$ cat config.mk
export PLATFORM = sky130hd
export DESIGN_NAME = exu_issue_ctrl
export DESIGN_NICKNAME = d
export VERILOG_FILES = /design/src/rtl/exu_pkg.sv /design/src/rtl/exu_wb_mux.sv /design/src/rtl/exu_issue_ctrl.sv
export SDC_FILE = /design/constraint.sdc
export NUM_CORES = 1
export LEC_CHECK = 0
export BUFFER_PORTS_ARGS = -buffer_cell sky130_fd_sc_hd__buf_2
export CORE_AREA = 2 2 161 163
export DETAILED_ROUTE_END_ITERATION = 7
export DIE_AREA = 0 0 163 165
export HOLD_SLACK_MARGIN = 0.06
export PLACE_DENSITY_LB_ADDON = 0.1
export SYNTH_ARGS = -nofsm -noshare
export SYNTH_HDL_FRONTEND = slang
export SYNTH_SLANG_ARGS = --single-unit
$ cat constraint.sdc
create_clock -name clk -period 3.4 [get_ports clk]
set_input_delay 0.34 -clock clk [delete_from_list [all_inputs] [get_ports clk]]
set_output_delay 0.34 -clock clk [all_outputs]
set_load 0.01 [all_outputs]
$ cat src/rtl/exu_pkg.sv
// -----------------------------------------------------------------------------
// exu_pkg
// Shared types and constants for the execute-stage issue/writeback controller.
//   exu_state_e : controller state (IDLE -> ISSUE -> WAIT -> WB -> IDLE)
//   FU_ALU/FU_LSU/FU_SYS : functional-unit index within the one-hot select
// -----------------------------------------------------------------------------
package exu_pkg;

    typedef enum logic [1:0] {
        IDLE  = 2'd0,
        ISSUE = 2'd1,
        WAIT  = 2'd2,
        WB    = 2'd3
    } exu_state_e;

    localparam int FU_ALU = 0;
    localparam int FU_LSU = 1;
    localparam int FU_SYS = 2;

endpackage

$ cat src/rtl/exu_wb_mux.sv
// -----------------------------------------------------------------------------
// exu_wb_mux
// Combinational writeback data path: picks the result slice of the selected
// functional unit and applies 32-bit W-op sign extension.
//   sel_i    : one-hot unit select (NUM_FU)
//   data_i   : packed unit results, unit i at [i*XLEN +: XLEN]
//   w_inst_i : sign-extend bit 31 of the result
//   data_o   : writeback data (XLEN)
// -----------------------------------------------------------------------------
module exu_wb_mux #(
    parameter int XLEN   = 64,
    parameter int NUM_FU = 3
) (
    input  logic [NUM_FU-1:0]      sel_i,
    input  logic [NUM_FU*XLEN-1:0] data_i,
    input  logic                   w_inst_i,
    output logic [XLEN-1:0]        data_o
);

    logic [XLEN-1:0] res_s;

    // AND-OR select of the unit slice, then optional W-op sign extension
    always_comb begin
        res_s = '0;
        for (int i = 0; i < NUM_FU; i++) begin
            if (sel_i[i]) begin
                res_s = res_s | data_i[i*XLEN +: XLEN];
            end else begin
                res_s = res_s;
            end
        end
        if (w_inst_i) begin
            data_o = {{(XLEN-32){res_s[31]}}, res_s[31:0]};
        end else begin
            data_o = res_s;
        end
    end

endmodule

$ cat src/rtl/exu_issue_ctrl.sv
// -----------------------------------------------------------------------------
// exu_issue_ctrl
// Execute-stage issue/writeback controller. Accepts one decoded instruction
// from IDU (valid/ready), issues it to one functional unit, waits for that
// unit's completion, performs the single GPR write and pulses ifetch_req.
//
// Ports
//   clk, rst_n            : clock, asynchronous active-low reset
//   idu_vld/idu_rdy       : instruction handshake (ready only in IDLE)
//   idu_rd/idu_dst_vld    : destination register and its write flag
//   idu_w_inst            : 32-bit W-op, sign-extend result bit 31
//   idu_fu_sel            : one-hot target unit
//   idu_pc                : instruction PC
//   fu_req                : one-cycle issue pulse to the selected unit
//   fu_pc                 : held PC of the in-flight instruction
//   fu_done/fu_wb_data    : unit completion pulses and packed results
//   rf_wen/waddr/wdata    : GPR write port
//   ifetch_req            : retire pulse
//   ill_sel               : pulse, fu_sel was not one-hot
//   exu_err               : pulse, watchdog abort
//
// Optional feature: define EXU_TIMEOUT_EN to enable the WAIT watchdog
// (limit TIMEOUT_CYC). Without it WAIT is unbounded and exu_err is tied 0.
// -----------------------------------------------------------------------------
module exu_issue_ctrl
    import exu_pkg::*;
#(
    parameter int XLEN        = 64,
    parameter int REG_AW      = 5,
    parameter int NUM_FU      = 3,
    parameter int TIMEOUT_CYC = 1024
) (
    input  logic                     clk,
    input  logic                     rst_n,
    input  logic                     idu_vld,
    output logic                     idu_rdy,
    input  logic [REG_AW-1:0]        idu_rd,
    input  logic                     idu_dst_vld,
    input  logic                     idu_w_inst,
    input  logic [NUM_FU-1:0]        idu_fu_sel,
    input  logic [XLEN-1:0]          idu_pc,
    output logic [NUM_FU-1:0]        fu_req,
    output logic [XLEN-1:0]          fu_pc,
    input  logic [NUM_FU-1:0]        fu_done,
    input  logic [NUM_FU*XLEN-1:0]   fu_wb_data,
    output logic                     rf_wen,
    output logic [REG_AW-1:0]        rf_waddr,
    output logic [XLEN-1:0]          rf_wdata,
    output logic                     ifetch_req,
    output logic                     ill_sel,
    output logic                     exu_err
);

    exu_state_e          state_q, state_d;

    // held instruction fields
    logic [REG_AW-1:0]   rd_q;
    logic                dst_vld_q;
    logic                w_inst_q;
    logic [NUM_FU-1:0]   fu_sel_q;
    logic [XLEN-1:0]     pc_q;

    // registered outputs
    logic [NUM_FU-1:0]   fu_req_q;
    logic                rf_wen_q;
    logic [REG_AW-1:0]   rf_waddr_q, rf_waddr_d;
    logic [XLEN-1:0]     rf_wdata_q;
    logic                ifetch_req_q;
    logic                ill_sel_q;

    logic                accept_s;
    logic                sel_onehot_s;
    logic                done_hit_s;
    logic                expire_s;
    logic                fin_ok_s;
    logic                fin_ill_s;
    logic                fin_to_s;
    logic                rf_wen_d;
    logic [XLEN-1:0]     wb_data_s;

    assign accept_s     = (state_q == IDLE) && idu_vld;
    // x & (x-1) clears the lowest set bit; zero result plus non-zero x means one-hot
    assign sel_onehot_s = (idu_fu_sel != '0) &&
                          ((idu_fu_sel & (idu_fu_sel - NUM_FU'(1'b1))) == '0);
    // only the unit we issued to may complete the instruction
    assign done_hit_s   = |(fu_done & fu_sel_q);

`ifdef EXU_TIMEOUT_EN
    localparam int CNT_W = $clog2(TIMEOUT_CYC) + 1;

    logic [CNT_W-1:0] cnt_q, cnt_d;
    logic             exu_err_q;

    assign expire_s = (cnt_q == CNT_W'(TIMEOUT_CYC - 1));

    // watchdog: zero outside WAIT so each WAIT visit starts counting from 0
    always_comb begin
        if (state_q != WAIT) begin
            cnt_d = '0;
        end else begin
            cnt_d = cnt_q + CNT_W'(1'b1);
        end
    end

    // watchdog counter and error pulse registers
    always_ff @(posedge clk or negedge rst_n) begin
        if (!rst_n) begin
            cnt_q     <= '0;
            exu_err_q <= 1'b0;
        end else begin
            cnt_q     <= cnt_d;
            exu_err_q <= fin_to_s;
        end
    end

    assign exu_err = exu_err_q;
`else
    logic unused_timeout_s;

    assign expire_s         = 1'b0;
    assign unused_timeout_s = (TIMEOUT_CYC > 32'sd0);
    assign exu_err          = 1'b0;
`endif

    // next-state logic; fin_* flag the cycle before WB and why we get there
    always_comb begin
        state_d   = state_q;
        fin_ok_s  = 1'b0;
        fin_ill_s = 1'b0;
        fin_to_s  = 1'b0;
        case (state_q)
            IDLE: begin
                if (accept_s) begin
                    if (sel_onehot_s) begin
                        state_d = ISSUE;
                    end else begin
                        state_d   = WB;
                        fin_ill_s = 1'b1;
                    end
                end else begin
                    state_d = IDLE;
                end
            end
            ISSUE: begin
                if (done_hit_s) begin
                    state_d  = WB;
                    fin_ok_s = 1'b1;
                end else begin
                    state_d = WAIT;
                end
            end
            WAIT: begin
                // completion beats an expiring watchdog in the same cycle
                if (done_hit_s) begin
                    state_d  = WB;
                    fin_ok_s = 1'b1;
                end else if (expire_s) begin
                    state_d  = WB;
                    fin_to_s = 1'b1;
                end else begin
                    state_d = WAIT;
                end
            end
            WB: begin
                state_d = IDLE;
            end
            default: begin
                state_d = IDLE;
            end
        endcase
    end

    exu_wb_mux #(
        .XLEN   (XLEN),
        .NUM_FU (NUM_FU)
    ) u_wb_mux (
        .sel_i    (fu_sel_q),
        .data_i   (fu_wb_data),
        .w_inst_i (w_inst_q),
        .data_o   (wb_data_s)
    );

    // write decision and address for the upcoming WB cycle
    always_comb begin
        rf_wen_d = fin_ok_s && dst_vld_q && (rd_q != '0);
        if (fin_ill_s) begin
            // illegal select goes to WB straight from IDLE, fields not yet held
            rf_waddr_d = idu_rd;
        end else if (fin_ok_s || fin_to_s) begin
            rf_waddr_d = rd_q;
        end else begin
            rf_waddr_d = '0;
        end
    end

    // state, held fields and registered outputs
    always_ff @(posedge clk or negedge rst_n) begin
        if (!rst_n) begin
            state_q      <= IDLE;
            rd_q         <= '0;
            dst_vld_q    <= 1'b0;
            w_inst_q     <= 1'b0;
            fu_sel_q     <= '0;
            pc_q         <= '0;
            fu_req_q     <= '0;
            rf_wen_q     <= 1'b0;
            rf_waddr_q   <= '0;
            rf_wdata_q   <= '0;
            ifetch_req_q <= 1'b0;
            ill_sel_q    <= 1'b0;
        end else begin
            state_q <= state_d;
            if (accept_s) begin
                rd_q      <= idu_rd;
                dst_vld_q <= idu_dst_vld;
                w_inst_q  <= idu_w_inst;
                fu_sel_q  <= idu_fu_sel;
                pc_q      <= idu_pc;
            end
            fu_req_q     <= (accept_s && sel_onehot_s) ? idu_fu_sel : '0;
            rf_wen_q     <= rf_wen_d;
            rf_waddr_q   <= rf_waddr_d;
            rf_wdata_q   <= rf_wen_d ? wb_data_s : '0;
            ifetch_req_q <= fin_ok_s || fin_ill_s || fin_to_s;
            ill_sel_q    <= fin_ill_s;
        end
    end

    assign idu_rdy    = (state_q == IDLE);
    assign fu_req     = fu_req_q;
    assign fu_pc      = pc_q;
    assign rf_wen     = rf_wen_q;
    assign rf_waddr   = rf_waddr_q;
    assign rf_wdata   = rf_wdata_q;
    assign ifetch_req = ifetch_req_q;
    assign ill_sel    = ill_sel_q;

endmodule

==> impl_metrics.toml, run 1 <==
[floorplanning]
design.core.area_um2 = 25040
die_w_um = 163
start_util_pct = 24.59
die_y_um = 165
row_count = 58
dieArea_um2 = 26900
ios = 413

[sta]
layout_min_cycle_time_ns = 2.241
slew_violations = 0
rsz0062_at_grt = "no"
fin_crit_sh_pct = 65.90
final-hold-violation-count = 0
worstMarginPinSlew_ns = 1.085
fmax_ghz = 0.4463
relSlewSlack_pct = 27.66
finClkSkew_ns = 0.01063
fin_setup_tns_ns = 0
setup_viol = 0
fin_ws_ns = 1.159

[global_routing]
track_usage_pct = 16.19
grt_pass1_vias = 5690
overflow = 0
grt_max_degree = 79
antenna_found_initial = 5
grt_pass1_wl_um = 32890

[pwr]
p_leak_uw = 0.004929
peakVddDrop_v = 0.0002657
power.density_nw_per_um2 = 417.3
p_switching_uw = 919.4
combPwrFrac_pct = 5.3
internal_power_uw = 2874
swShare_pct = 24.24
power_uw = 3793
pwr-share-clk_pct = 47.3
pwr-share-seq_pct = 47.3

[cells_and_area]
area_delta_synth_final_pct = 47.63
drive_gt1_share_pct = 61.30
final_nets = 1137
fin_cells = 1208

[flow_run]
maxCapViolations = 0

[detailed_routing]
drc = 3
drt_iter0_markers = 429
avgRoutedWirePerCell_um = 18.18
ant_nets = 0
vias = 5507
routed_wl_um = 21960
firstDrtPassIters = 8
viasPerCell = 4.559

[synthesis]
ys_seq_area_share_pct = 61.37
yosysWarnings = 0
yosys-top-cells-area = "dfrtp_1 61%, mux2_2 14%, a222oi_1 5.4%, a211oi_1 3.9%, a22oi_1 3.9%"
netlist_area_um2 = 6157
synth_most_common_cell = "dfrtp_1"
syn_nets = 742
synth_top_area_share_pct = 61.37
synth_top_area_cell = "dfrtp_1"
synthTopCellsByCount = "151 x dfrtp_1, 79 x mux2_2, 39 x nor2_1"
syn_inst = 469
synthFlopType = "dfrtp_1"
avgSynthCellArea_um2 = 13.13
async_reset_ff_share_pct = 100.0
synth.distinct_cells = 25
synth_edf_count = 0
ys_seq_elements = 151

[status]
outcome = "finished with violations"
violations = "design-rule violations"

[placement]
port_buffers = 411
dp.cells = 1174
gp_congestion = 0.8162
dpl.hpwl_um = 16200
dpl_worst_slack_ns = 1.163

[clocking]
cts_max_path_buffers = 2
clock-sinks = 151
insertion_delay_ns = 0.42
cts_root_buf = "clkbuf_16"
numCtsBuffers = 17
h-tree-depth = 4
cts_tree = "built"
cts_repair_resize_count = 0
cts_setup_buffers = 0
path_clk_slew_ns = 0.07

[critical_path]
endpoint_kind = "flip-flop"
start_kind = "flip-flop"
required_ns = 3.71
critPathKind = "flip-flop to flip-flop"
path_max_fanout = 36
crit_arrival_ns = 2.55
rrSetupSlack_ns = 1.16

[worst_hold_path]
hp-class = "input port to flip-flop"
==> logic make-up after synthesis <==
group,Yosys count,synth area share [%]
flip-flops,151,61.37
AO/OA/AOI/OAI,133,16.36
multiplexers,79,14.45
AND/OR/NAND/NOR,52,3.516
buffers and inverters,51,3.901
adder cells (fa/ha/maj),1,0.2032
other,1,0.06090
XOR/XNOR,1,0.1423
==> cell type report <==
type / count / area [µm²]
Antenna cell: 2 / 5.005
Clock buffer: 17 / 425.4
Clock inverter: 14 / 128.9
Fill cell: 2629 / 15950
Inverter: 6 / 22.52
Multi-Input combinational cell: 267 / 2147
Sequential cell: 151 / 3782
Tap cell: 330 / 412.9
Timing Repair Buffer: 421 / 2166
==> power groups by stage <==
stage               sequential (µW)  clock, µW  combinational, µW
global placement               1830          0                205
global route                   1790       1950                228
CTS                            1800       1860                208
detailed placement             1830          0                205
finish                         1800       1790                203
floorplan                      1830          0               5.92
==> state kept, by name, indices dropped and copies added, names as in the netlist <==
| register | cells |
|---|---|
| fu_sel_q | 3 |
| rf_wdata | 64 |
| state_q | 2 |
| rf_wen | 1 |
| ill_sel | 1 |
| rd_q | 5 |
| rf_waddr | 5 |
| ifetch_req | 1 |
| w_inst_q | 1 |
| fu_pc | 64 |
| fu_req | 3 |
| dst_vld_q | 1 |
==> placed cells by master, fill, tap and decap left out, types with 2 or more instances in the layout <==
cell type / count
clkbuf_16: 17
a21oi_1: 32
buf_2: 410
nor4b_1: 2
clkinvlp_4: 5
nand2_1: 6
inv_1: 6
dfrtp_1: 148
dfrtp_2: 3
mux2_2: 79
diode_2: 2
nor2_1: 39
a222oi_1: 33
a211oi_1: 32
inv_8: 5
a22oi_1: 32
buf_12: 2
o21ai_0: 2
inv_6: 4
buf_4: 7
==> final timing paths <==
check,from,end,cells past startpoint
max,state_q[1],rf_wdata[63],6
min,idu_pc[43],fu_pc[43],2
max reg2reg,state_q[1],rf_wdata[63],6
min reg2reg,fu_pc[54],fu_pc[54],1
max in group asynchronous,rst_n,fu_pc[29],3
min in group asynchronous,rst_n,fu_pc[44],2
==> routing by layer <==
metal / GRT usage (%) / wire length, µm / vias to the layer above / share of wire [%]
met3: 5.550 / 1936 / 34 / 8.8
met4: 5.672 / 368 / 6 / 1.7
met1: 19.16 / 8858 / 2611 / 40
li1: - / - / 2561 / -
met2: 27.41 / 10750 / 295 / 49
met5: 0 / 45 / - / 0.20
==> metrics by stage <==
stage               utilization, %  cell area, µm²  hold WS, ns
floorplan                        -            6157      0.04441
global placement             34.03            8521       0.3872
detailed placement           34.03            8521       0.3870
CTS                          36.29            9085       0.1213
global route                 36.31            9090       0.1144
finish                       36.31            9090       0.1484
==> repair_timing <==
item / in CTS / in global routing
setup endpoints to repair: 0 / 0
endpoints found under the hold margin: 65 / 0
hold buffers: 1 / 0
==> critical path, stage by stage, from the launching register on <==
cell and delay, ns:
dfrtp_1 0.33, inv_1 0.04, ha_1 0.39, inv_1 0.09, a2111o_2 0.74, buf_12 0.29, a211oi_1 0.25
Note: power is estimated with default switching activity, not from simulation.
==> inputs of run 2 (changes only) <==
- clock period: 3.4 -> 2.2 ns (I/O delays scaled with it)
==> run 2 against run 1 <==
Against the previous run:
- the flow now finishes without violations
- sequential cell count stayed put
- sequential share of layout area is 4.5 points lower
- via count is 7.5% higher
- power is 63% higher
- count of clock-buffer cells in the layout is 3 higher
- sequential power is 54% higher
- critical endpoint is now rf_wdata[53]
==> impl_metrics.toml, run 2 (synthesized netlist as in run 1, its figures left out) <==
[placement]
gp_congestion = 0.8304
dpl_worst_slack_ns = 0.1956
port_buffers = 411
dpl.hpwl_um = 17450

[pwr]
internal_power_uw = 4806
p_leak_uw = 0.005414
pwr-share-seq_pct = 44.8
peakVddDrop_v = 0.0003861
pwr-share-clk_pct = 48.0
power.density_nw_per_um2 = 608.3
p_switching_uw = 1387
swShare_pct = 22.40
combPwrFrac_pct = 7.1

[cells_and_area]
area_delta_synth_final_pct = 65.35
final_common_cell = "buf_2"
mostFrequentLayoutCells = "410 x buf_2, 148 x dfrtp_1, 92 x dlygate4sd3_1"
drive_gt1_share_pct = 55.98
fillers = 2470
final_nets = 1240

[worst_hold_path]
holdPathStages = 3
worstHoldEndpoint = "rf_wdata[28]"
hp-class = "input port to flip-flop"
hp-start = "fu_wb_data[156]"

[clocking]
path_clk_slew_ns = 0.07
h-tree-depth = 4
cts_tree = "built"
numCtsBuffers = 17
cts_repair_resize_count = 0
cts_setup_buffers = 0
clock-sinks = 151
insertion_delay_ns = 0.42
cts_max_path_buffers = 2
cts_root_buf = "clkbuf_16"

[critical_path]
start_kind = "flip-flop"
path_common_cell = "inv_1"
worstReg2RegEnd = "rf_wdata[53]"
path_delay_family = "compound AO/OA/AOI/OAI gates"
critPathKind = "flip-flop to flip-flop"
rrSetupSlack_ns = 0.21
worst-path-buf-inv = 3
endpoint_kind = "flip-flop"
reg2reg_from = "state_q[1]"
reg2reg_depth = 6
critPathSlowestCell = "a2111o_2"
cpPeakStageDelay_ns = 0.51
path_max_fanout = 29
crit_arrival_ns = 2.31
path_cells = "inv_1 > ha_1 > inv_1 > a2111o_2 > buf_4 > a211oi_1"
required_ns = 2.52

[sta]
slew_violations = 0
worstMarginPinSlew_ns = 0.5093
layout_min_cycle_time_ns = 1.990
fmax_ghz = 0.5024
fin_crit_sh_pct = 90.47
fin_setup_tns_ns = 0
finClkSkew_ns = 0.01366
final-hold-violation-count = 0
setup_viol = 0
relSlewSlack_pct = 66.04
rsz0062_at_grt = "no"
fin_ws_ns = 0.2097

[detailed_routing]
firstDrtPassIters = 8
drc = 0
drt_iter0_markers = 479
viasPerCell = 4.516
vias = 5921
avgRoutedWirePerCell_um = 18.05
ant_nets = 0
routed_wl_um = 23660

[floorplanning]
ios = 413
start_util_pct = 24.59
dieArea_um2 = 26900
row_count = 58
die_y_um = 165
design.core.area_um2 = 25040
die_w_um = 163

[global_routing]
grt_max_degree = 47
grt_pass1_vias = 6148
antenna_found_initial = 5
overflow = 0
track_usage_pct = 17.47
grt_pass1_wl_um = 35380

[flow_run]
maxCapViolations = 0

[status]
outcome = "finished, final reports clean"
run 2: worst max-delay path by stage:
| stage | startpoint | end | slack (ns) | cells past startpoint |
|---|---|---|---|---|
| 2_1_floorplan | state_q[0] | fu_sel_q[0] | 0.43 | 6 |
| 3_3_place_gp | state_q[0] | rf_wdata[54] | 0.27 | 6 |
| 3_5_place_dp | state_q[1] | rf_wdata[53] | 0.20 | 6 |
| 4_1_cts | state_q[1] | rf_wdata[53] | 0.18 | 6 |
| 5_1_grt | state_q[0] | rf_wdata[54] | 0.03 | 6 |
| 6_report | state_q[1] | rf_wdata[53] | 0.21 | 6 |
run 2: layout make-up:
cell class	instances	area (µm²)	area share [%]
timing repair buffer	524	3217	31.60
inverter	6	22.52	0.2212
tap	330	412.9	4.056
multi-input combinational	267	2147	21.09
sequential	151	3782	37.15
clock inverter	11	137.6	1.352
antenna	2	5.005	0.04916
clock buffer	20	456.7	4.486
run 2: power by group through the flow:
stage | Combinational [µW] | Sequential (µW) | Clock [µW]
floorplan | 9.15 | 2830 | 0
global placement | 326 | 2830 | 0
detailed placement | 326 | 2830 | 0
CTS | 450 | 2770 | 3090
global route | 492 | 2770 | 3210
finish | 443 | 2780 | 2970
run 2: worst reg2reg max path, stage by stage (launching register included):
cell and delay (ns):
dfrtp_1 0.32, inv_1 0.04, ha_1 0.37, inv_1 0.08, a2111o_2 0.52, buf_4 0.26
a211oi_1 0.30
run 2: through the flow:
stage          hold WS (ns)  total power, µW  area [µm²]  util (%)  cells
2_1_floorplan      -0.07559             2838        6157         -    469
3_3_place_gp         0.1964             3154        8661     34.59   1186
3_5_place_dp         0.1962             3154        8661     34.59   1186
4_1_cts             0.06119             6314       10180     40.64   1309
5_1_grt             0.07090             6476       10180     40.66   1311
6_report            0.06588             6193       10180     40.66   1311
run 2: routing by layer:
metal / share of wire (%) / global-route usage [%] / up-vias
met5: 0.16 / 0 / -
met4: 2.7 / 8.206 / 6
met3: 8.3 / 5.399 / 41
met2: 49 / 29.12 / 303
met1: 40 / 20.59 / 2802
li1: - / - / 2769
run 2: timing repair:
| action | in CTS | in global routing |
|---|---|---|
| endpoints found under the hold margin | 132 | 0 |
| hold buffers | 92 | 0 |
| endpoints found under the setup margin | 0 | 0 |
==> inputs of run 3 (changes only) <==
- CORE_AREA: 2 2 161 163 -> 2 2 163 165
- DIE_AREA: 0 0 163 165 -> 0 0 165 167
==> run 3 against run 2 <==
Against the previous run:
- routed wire length fell by 3.7%
- power up 0.71%
- non-clock buffer count grew 4
- clock skew rose by 0.0027 ns
- highest routed layer unchanged
==> impl_metrics.toml, run 3 (synthesized netlist as in run 1, its figures left out) <==
[status]
outcome = "finished, final reports clean"

[pwr]
p_leak_uw = 0.005414
power.density_nw_per_um2 = 607.9
peakVddDrop_v = 0.0004048

[floorplanning]
die_y_um = 167
start_util_pct = 23.90
design.core.area_um2 = 25760
ios = 413
row_count = 59
dieArea_um2 = 27560
die_w_um = 165

[critical_path]
critPathKind = "flip-flop to flip-flop"
required_ns = 2.49
path_max_fanout = 51
reg2reg_depth = 6
crit_arrival_ns = 2.26
endpoint_kind = "flip-flop"
start_kind = "flip-flop"

[worst_hold_path]
holdPathStages = 3
hp-class = "input port to flip-flop"

[sta]
fmax_ghz = 0.5075
layout_min_cycle_time_ns = 1.970
setup_viol = 0
slew_violations = 0
rsz0062_at_grt = "no"
relSlewSlack_pct = 60.56
worstMarginPinSlew_ns = 0.5916
final-hold-violation-count = 0
fin_crit_sh_pct = 89.56
hold_slack_ns = 0.07883
finClkSkew_ns = 0.01632
fin_setup_tns_ns = 0

[clocking]
cts_setup_buffers = 0
insertion_delay_ns = 0.42
cts_repair_resize_count = 0
cts_tree = "built"
cts_root_buf = "clkbuf_16"
cts_max_path_buffers = 2
h-tree-depth = 4
path_clk_slew_ns = 0.06
numCtsBuffers = 17
clock-sinks = 151

[detailed_routing]
ant_nets = 0
drt_iter0_markers = 314
drc = 0
firstDrtPassIters = 7
viasPerCell = 4.461
avgRoutedWirePerCell_um = 17.27
vias = 5889
routed_wl_um = 22790

[cells_and_area]
fin_cells = 1320
area_delta_synth_final_pct = 66.65
mostFrequentLayoutCells = "410 x buf_2, 148 x dfrtp_1, 103 x dlygate4sd3_1"
final_nets = 1244
multi_input_area_um2 = 2147
fin_util_pct = 39.83
seq_area_um2 = 3782
drive_gt1_share_pct = 55.18
final_common_cell = "buf_2"
fillers = 2540

[placement]
port_buffers = 411
gp_congestion = 0.7181
dpl.hpwl_um = 16760
dp.cells = 1184

[global_routing]
antenna_found_initial = 3
track_usage_pct = 16.33
grt_pass1_vias = 6072
overflow = 0
grt_pass1_wl_um = 33990
grt_max_degree = 62

[flow_run]
maxCapViolations = 0
-- run 3: cell types whose count changed in the layout (fill, tap and decap cells not counted), sizes merged --
cell / before / now
inv: 10 / 12
clkbuf: 20 / 17
clkinv: 4 / 6
buf: 432 / 425
dlygate4sd3: 92 / 103
diode: 2 / 1
-- run 3: stage by stage --
stage,cell area [µm²],setup slack [ns],total power (µW)
after floorplan,6157,0.4323,2838
after global placement,8615,0.3750,3148
after detailed placement,8615,0.2423,3149
after CTS,10260,0.2245,6394
after global routing,10260,0.07944,6548
final,10260,0.2297,6238
-- run 3: worst paths after layout --
kind | slack (ns) | to | from
max | 0.23 | rf_wdata[58] | state_q[0]
min in group asynchronous | 0.25 | fu_pc[3] | rst_n
max in group asynchronous | 1.27 | rf_wdata[35] | rst_n
min | 0.08 | rf_wdata[4] | fu_wb_data[132]
max reg2reg | 0.23 | rf_wdata[58] | state_q[0]
min reg2reg | 0.50 | fu_pc[12] | fu_pc[12]
-- run 3: metal layers --
layer  part of all wire (%)  track usage (%)  vias up
li1                       -                -     2776
met1                     39            18.74     2787
met2                     50            28.19      294
met3                    8.9            5.803       28
met4                    1.8            5.142        4
met5                   0.11                0        -
-- run 3: critical path: stages (launching register included) --
cell	delay, ns
dfrtp_1	0.33
inv_1	0.04
ha_1	0.39
inv_1	0.08
a2111o_2	0.48
buf_12	0.19
a211oi_1	0.31
-- run 3: final cells by class --
class / count / share of cell area, %
Sequential cell: 151 / 36.86
Timing Repair Buffer: 528 / 31.91
Multi-Input combinational cell: 267 / 20.92
Clock buffer: 17 / 4.146
Tap cell: 335 / 4.085
Clock inverter: 15 / 1.829
Inverter: 6 / 0.2195
Antenna cell: 1 / 0.02439
-- run 3: report_power, final --
part | switching, µW | internal (µW) | leakage, µW
clock network | 1300 | 1720 | 0.000299
logic | 158 | 284 | 0.00301
registers | 0 | 2770 | 0.00210
total | 1450 | 4780 | 0.00541
-- run 3: what timing repair did --
action                                  4_1_cts  5_1_grt
endpoints found under the hold margin       134        0
hold buffers                                103        0
endpoints found under the setup margin        0        0
